## src/rtl/ext_pkg.sv

```systemverilog
// Shared definitions for the extension-compressed word link (tx and rx).
// Sign mode is selected by the EXT_STRIP_SIGN_EN macro in ext_len_calc.
package ext_pkg;

    typedef enum logic {
        IDLE = 1'b0,
        SEND = 1'b1
    } state_t;

    localparam int DW_DEF = 32;
    localparam int BW_DEF = 8;
    localparam int NB_DEF = DW_DEF / BW_DEF;
    localparam int CW_DEF = $clog2(NB_DEF + 1);

endpackage

```

## src/rtl/ext_len_calc.sv

```systemverilog
// Retained chunk count of a word; high-order redundant chunks are dropped.
// Macro EXT_STRIP_SIGN_EN selects sign-extension instead of zero-extension.
module ext_len_calc
    import ext_pkg::*;
#(
    parameter  int DW = DW_DEF,
    parameter  int BW = BW_DEF,
    localparam int NB = DW / BW,
    localparam int CW = $clog2(NB + 1)
) (
    input  logic [DW-1:0] data,
    output logic [CW-1:0] cnt
);

    logic stop;
    logic drop;

    always_comb begin
        cnt  = CW'(NB);
        stop = 1'b0;
        drop = 1'b0;
        // Walk down from the top chunk; chunk 0 is never dropped.
        for (int i = NB - 1; i >= 1; i--) begin
`ifdef EXT_STRIP_SIGN_EN
            drop = (data[i*BW +: BW] == {BW{data[i*BW-1]}});
`else
            drop = (data[i*BW +: BW] == '0);
`endif
            if (!stop && drop) begin
                cnt = CW'(i);
            end else begin
                stop = 1'b1;
            end
        end
    end

endmodule

```

## src/rtl/ext_strip_tx.sv

```systemverilog
// Transmit side of the extension-compressed link: word in, minimal chunks out.
// Macro EXT_STRIP_SIGN_EN (in ext_len_calc) enables sign-mode stripping.
module ext_strip_tx
    import ext_pkg::*;
#(
    parameter  int DW = DW_DEF,
    parameter  int BW = BW_DEF,
    localparam int CW = $clog2(DW / BW + 1)
) (
    input  logic          clk,
    input  logic          rst_n,
    input  logic          in_valid,
    output logic          in_ready,
    input  logic [DW-1:0] in_data,
    output logic          out_valid,
    input  logic          out_ready,
    output logic [BW-1:0] out_data,
    output logic          out_last,
    output logic [CW-1:0] out_cnt
);

    state_t        state;
    logic [DW-1:0] word;
    logic [CW-1:0] index;
    logic [CW-1:0] nidx;
    logic [CW-1:0] n_calc;
    logic          accept;

    ext_len_calc #(
        .DW(DW),
        .BW(BW)
    ) u_len (
        .data(in_data),
        .cnt (n_calc)
    );

    // Accepting on the last-chunk handshake gives back-to-back words.
    assign in_ready = (state == IDLE) | (out_valid & out_ready & out_last);
    assign accept   = in_valid & in_ready;
    assign nidx     = index + CW'(1);

    always_ff @(posedge clk or negedge rst_n) begin
        if (!rst_n) begin
            state     <= IDLE;
            word      <= '0;
            index     <= '0;
            out_valid <= 1'b0;
            out_data  <= '0;
            out_last  <= 1'b0;
            out_cnt   <= '0;
        end else begin
            unique case (state)
                IDLE: begin
                    if (accept) begin
                        state     <= SEND;
                        word      <= in_data;
                        index     <= '0;
                        out_valid <= 1'b1;
                        out_data  <= in_data[BW-1:0];
                        out_last  <= (n_calc == CW'(1));
                        out_cnt   <= n_calc;
                    end
                end
                SEND: begin
                    if (out_ready) begin
                        if (!out_last) begin
                            index    <= nidx;
                            out_data <= word[nidx*BW +: BW];
                            out_last <= (nidx == out_cnt - CW'(1));
                        end else if (accept) begin
                            word      <= in_data;
                            index     <= '0;
                            out_valid <= 1'b1;
                            out_data  <= in_data[BW-1:0];
                            out_last  <= (n_calc == CW'(1));
                            out_cnt   <= n_calc;
                        end else begin
                            state     <= IDLE;
                            index     <= '0;
                            out_valid <= 1'b0;
                            out_data  <= '0;
                            out_last  <= 1'b0;
                            out_cnt   <= '0;
                        end
                    end
                end
                default: state <= IDLE;
            endcase
        end
    end

endmodule

```

## config.mk

```make
export PLATFORM = sky130hd
export DESIGN_NAME = ext_strip_tx
export DESIGN_NICKNAME = d
export VERILOG_FILES = /design/src/rtl/ext_pkg.sv /design/src/rtl/ext_len_calc.sv /design/src/rtl/ext_strip_tx.sv
export SDC_FILE = /design/constraint.sdc
export NUM_CORES = 1
export LEC_CHECK = 0
export ABC_AREA = 0
export CAP_MARGIN = 40
export CELL_PAD_IN_SITES_DETAIL_PLACEMENT = 0
export CELL_PAD_IN_SITES_GLOBAL_PLACEMENT = 1
export CORE_AREA = 10 10 95 89
export DETAILED_ROUTE_END_ITERATION = 8
export DIE_AREA = 0 0 105 99
export GPL_TIMING_DRIVEN = 0
export PLACE_DENSITY_LB_ADDON = 0.1
export REMOVE_ABC_BUFFERS = 1
export SETUP_SLACK_MARGIN = 0.4
export SYNTH_ARGS = -nofsm -noshare
export SYNTH_HDL_FRONTEND = slang
export SYNTH_HIERARCHICAL = 1
export SYNTH_SLANG_ARGS = --single-unit
```

## constraint.sdc

```tcl
create_clock -name clk -period 2 [get_ports clk]
set_input_delay 0.5 -clock clk [delete_from_list [all_inputs] [get_ports clk]]
set_output_delay 0.5 -clock clk [all_outputs]
set_load 0.05 [all_outputs]
```

; ---- After elaboration in Yosys (flattened, before gate mapping)
; Cells that the tools add are included.
; W data, S select, Z words.
[word_totals]
word_cells = 65
out_inout_bits = 14
reg_bits = 49
in_bits = 36
[op_classes]
n_shift = 1
add_sub_neg = 2
muxes = 36
bitwise = 5
n_eq_ne = 5
reduce_logical = 9
[ops]
columns = op, n
row1 = $mux W32, 3
row2 = $pmux W32 S2, 1
row3 = $mux W8, 4
row4 = $shiftx A32 B7 Y8, 1
row5 = $mux W3, 10
row6 = $logic_not A8 Y1, 3
row7 = $pmux W8 S2, 1
row8 = $mux W1, 12
row9 = $pmux W3 S2, 2
row10 = $ne A2 B2 Y1 const B, 3
row11 = $pmux W1 S2, 3
row12 = $reduce_and A2 Y1, 2
row13 = $add A3 B1 Y3 const B, 1
row14 = $and A1 B1 Y1, 3
row15 = $eq A3 B1 Y1 const B, 1
row16 = $eq A3 B3 Y1, 1
row17 = $reduce_and A3 Y1, 1
row18 = $sub A3 B1 Y3 const B, 1
row19 = $logic_and A1 B1 Y1, 2
row20 = $logic_not A1 Y1, 1
row21 = $not A1 Y1, 1
row22 = $or A1 B1 Y1, 1

; ---- Logic depth before layout (Yosys ltp)
; Gate-level depths: netlist of run 1.
[depth]
depth_word = 11
ltp_mapped = 7
ltp_nobuf = 6

; ---- Hierarchy
; The synthesis of run 1 kept the hierarchy.
[modules_own_cells]
columns = mod, area_per_inst_um2, instances, cells_each, seq_area_each_um2
row1 = ext_strip_tx, 2248.4, 1, 157, 1226.2
row2 = ext_len_calc, 66.3, 1, 11, 0.0

; ---- Worst setup path after synthesis of run 1
; Ideal clock, no wire load.
[synth_path]
path_kind = reg2reg
from = register out_last
to = register word[0]
slack_ps = 51
path_stages_with_launch = 7
arrival_ps = 1824
period_less_slack_ps = 1949
cell_sequence = dfrtp_1 -> buf_2 -> nand3_1 -> a21boi_1 -> buf_2 -> buf_4 -> mux2_2
[synth_via]
elab_chain_cells = 7
[synth_lines]
columns = item, line
row1 = start: declaration, ext_strip_tx.sv:18  ; output logic out_last,
row2 = start signal: assignment, ext_strip_tx.sv:60  ; out_last <= (n_calc == CW'(1));
row3 = start signal: assignment, ext_strip_tx.sv:69  ; out_last <= (nidx == out_cnt - CW'(1));
row4 = start signal: assignment, ext_strip_tx.sv:75  ; out_last <= (n_calc == CW'(1));
row5 = $and A1 B1 Y1, ext_strip_tx.sv:38  ; assign in_ready = (state == IDLE) | (out_valid & out_ready & out_last);
row6 = $or A1 B1 Y1, ext_strip_tx.sv:38
row7 = $and A1 B1 Y1, ext_strip_tx.sv:39  ; assign accept = in_valid & in_ready;
row8 = $mux W32 (3 in a row), n/a
row9 = $pmux W32 S2, n/a
row10 = end signal: assignment, ext_strip_tx.sv:56  ; word <= in_data;
row11 = end signal: assignment, ext_strip_tx.sv:71  ; word <= in_data;
row12 = end: declaration, ext_strip_tx.sv:23  ; logic [DW-1:0] word;
; Parallel ways exist; a longest one is shown, timed or not. The select of a mux whose other input is x is not followed.
; A chain may end at the register's enable or synchronous reset.

; ---- Worst setup path in the final report of run 1
[layout_path]
from = register index[0]
to = register out_data[7]
[layout_via]
elab_chain_cells = 5
[layout_lines]
columns = item, line
row1 = start: declaration, ext_strip_tx.sv:24  ; logic [CW-1:0] index;
row2 = start signal: assignment, ext_strip_tx.sv:67  ; index <= nidx;
row3 = $add A3 B1 Y3, ext_strip_tx.sv:40  ; assign nidx = index + CW'(1);
row4 = $shiftx A32 B7 Y8, ext_strip_tx.sv:68  ; out_data <= word[nidx*BW +: BW];
row5 = $mux W8, ext_strip_tx.sv:66  ; if (!out_last) begin
row6 = $mux W8, ext_strip_tx.sv:65  ; if (out_ready) begin
row7 = $pmux W8 S2, ext_strip_tx.sv:52  ; unique case (state)
row8 = end signal: assignment, ext_strip_tx.sv:59  ; out_data <= in_data[BW-1:0];
row9 = end signal: assignment, ext_strip_tx.sv:68
row10 = end signal: assignment, ext_strip_tx.sv:74  ; out_data <= in_data[BW-1:0];
row11 = end: declaration, ext_strip_tx.sv:17  ; output logic [BW-1:0] out_data,
; Every way passes these cells. The select of a mux whose other input is x is not followed.

==> flow_summary.yaml, run 1 <==
run_status:
  status: "finished clean"
synth:
  synthXorXnorAreaFrac: 0.0189
  synth.area.top_cells: "dfrtp_1 53%, mux2_2 16%, mux4_2 5.8%"
  synth_ff_type: "dfrtp_1"
  ys_types: 37
  ys_seq_elements: 49
  synthSimpleGateAreaFrac: 0.0827
  netlist_instances: 168
  synth_top_family_by_area: "multiplexers"
  ys_warn_count: 6
  synth.mux.area_fraction: 0.241
  netlist_area_mm2: 0.00231
  syn_avg_cell_area_um2: 13.8
  async_flop_share: 1.00
  yosys.area_share.adder: 0.0108
  synth_edf_count: 0
  ys_seq_area_frac: 0.530
  synth_compound_area_frac: 0.0838
  yosys.area.top_type: "dfrtp_1"
  netlist.area_leader.share: 0.530
placed_design:
  io_buffers: 49
  place_area_mm2: 0.00291
  dpl.cell_count: 299
  gp_congestion: 0.747
  hpwlAfterDp_um: 4350
routing:
  vias: 1681
  viasPerCell: 5.24
  drt-initial-drc-count: 55
  drt.antenna.violating_nets: 0
  route.detailed.drc: 0
  wl_um: 6400
  drtPass1Iterations: 4
  post_drt_wl_per_cell_um: 19.9
clock_tree:
  root_buffer: "clkbuf_8"
  h-tree-depth: 2
  clk_latency_ps: 310
  cts_buffers: 5
  clock_sinks: 49
  cts_buffer_depth: 2
  clk_pin_slew_ps: 90
  cts_tree: "built"
floorplanning:
  die_height_um: 99
  fp.dieW_um: 105
  row_count: 28
  io_pins: 50
  die_area_mm2: 0.0104
  core-area_mm2: 0.00645
  start_util: 0.359
finish:
  design_area_mm2: 0.00327
  final-seq-area_mm2: 0.00123
  drive_gt1_frac: 0.472
  fillCellCount: 586
  multi_input_area_mm2: 0.00120
  n_antenna_cell: 0
  nets: 268
  final_cell_count_no_fill: 321
  syn2layout_area_growth_pct: 41.1
sta:
  maxSlewViolCount: 0
  rsz0062_at_grt: "yes"
  fin_crit_ps: 1790
  hold_viol: 0
  fmax_mhz: 557
  setup_viol: 0
  period_share: 0.897
  worst_pin_slew_ps: 602
  maxSlewHeadroom: 0.598
  fin_skew_ps: 10.7
pwr:
  ir_drop_mv: 0.648
  leakage_nw: 1.41
  p_per_area_mw_per_mm2: 1530
  power_mw: 4.99
worst_hold_path:
  hp-class: "in -> async"
worst_setup_path:
  critPathArrivalTime_ps: 1990
  cp.required_ps: 2200
  crit_fanout: 4
  crit_type: "reg -> reg"
  r2r_start: "index[0]"
  startpoint_type: "register"
  cp-startpoint: "index[0]"
  endpoint_kind: "register"
global_route:
  grt_usage: 0.122
  antenna_found_initial: 0
  grt_pass1_vias: 1817
  overflow: 0
  grt_max_degree: 29
  grt_pass1_wl_um: 10000
run:
  cap_violations: 0
-- report_power, final --
part / internal (mW) / total (mW) / switching (mW) / leakage (nW)
Sequential: 1.47 / 1.79 / 0.311 / 0.588
Clock: 0.320 / 0.672 / 0.352 / 0.0549
Combinational: 1.33 / 2.54 / 1.21 / 0.772
Total: 3.12 / 4.99 / 1.87 / 1.41
-- per-stage QoR --
| stage | worst slack [ps] | hold WS (ps) | setup TNS, ps | utilization |
|---|---|---|---|---|
| finish | 206 | 185 | 0 | 0.507 |
| global route | 169 | 220 | 0 | 0.507 |
| CTS | 223 | 196 | 0 | 0.493 |
| detailed placement | -799 | 491 | -26640 | 0.451 |
| global placement | -2840 | 482 | -177900 | 0.443 |
| floorplan | -1540 | 204 | -68690 | - |
-- registers in the layout (all words and copies together), names as in the netlist --
| signal | count |
|---|---|
| out_last | 1 |
| state | 1 |
| out_valid | 1 |
| index | 3 |
| out_cnt | 3 |
| out_data | 8 |
| word | 32 |
-- per-layer routing --
layer,vias up,global-route usage,wire length (um)
li1,765,-,-
met1,860,0.148,2730
met2,49,0.201,3160
met3,7,0.0365,448
met4,0,0.0454,60
met5,-,0,0
-- synth_stat cells, types with 3 or more instances --
master     n
nand2_1    7
nor4_1     4
a21oi_1    3
buf_4      3
a22o_1     3
o21ai_0    3
mux2_2    32
and3_1     8
xnor2_1    4
clkbuf_1   3
inv_1      3
mux4_2     6
a221o_1    8
dfrtp_1   49
buf_2      4
-- kinds of logic (layout without fill, tap and decap cells) --
logic type / after synthesis / in the layout
xor gates and xnor gates: 5 / 6
muxes: 41 / 41
AOI/OAI and AO/OA: 25 / 25
buffers and inverters: 14 / 76
DFF: 49 / 49
and+or+nand+nor: 32 / 32
adders and majority gates: 2 / 2
-- worst max-delay path, stage by stage (launching register included) --
cell and delay (ps):
dfrtp_4 520, ha_4 280, buf_4 150, mux4_1 270, and3_1 210, a221o_1 260
-- cells in the final DEF (no fill, tap or decap), types with 4 or more instances in the layout --
cell type / instances
and3_4: 5
buf_4: 11
mux4_2: 6
a221o_1: 8
dlymetal6s2s_1: 8
nand2_1: 6
clkdlybuf4s50_1: 10
nor4_4: 4
clkbuf_2: 7
dfrtp_1: 46
dlygate4sd2_1: 5
clkbuf_8: 7
mux2_2: 32
buf_2: 7
clkdlybuf4s15_2: 6
-- timing repair --
action / in CTS / in global routing
endpoints found under the setup margin: 62 / 28
gates resized for setup: 94 / 42
buffers inserted: 9 / 4
gates cloned: 0 / 1
pin swaps: 13 / 17
hold buffers: 0 / 0
-- layout make-up --
cell class	count	area share
Clock buffer	7	0.0295
Tap cell	90	0.0345
Multi-Input combinational cell	106	0.367
Timing Repair Buffer	65	0.186
Sequential cell	49	0.377
Inverter	3	0.00345
Clock inverter	1	0.00268
-- worst paths after layout --
kind,endpoint,slack [ps],cells past startpoint
setup / recovery,out_data[7],210,5
hold / removal,out_data[4],180,1
setup reg to reg,out_data[7],210,5
hold reg to reg,word[7],510,1
max in group asynchronous,word[7],1270,2
min in group clk,word[20],440,2
Note: power is estimated with default switching activity, not from simulation.
==> run 2: changes to the inputs <==
Settings changed: CTS_CLUSTER_SIZE set to 30.
==> results of run 2 <==
The final DEF is identical to that of run 1; final timing and power are the same.
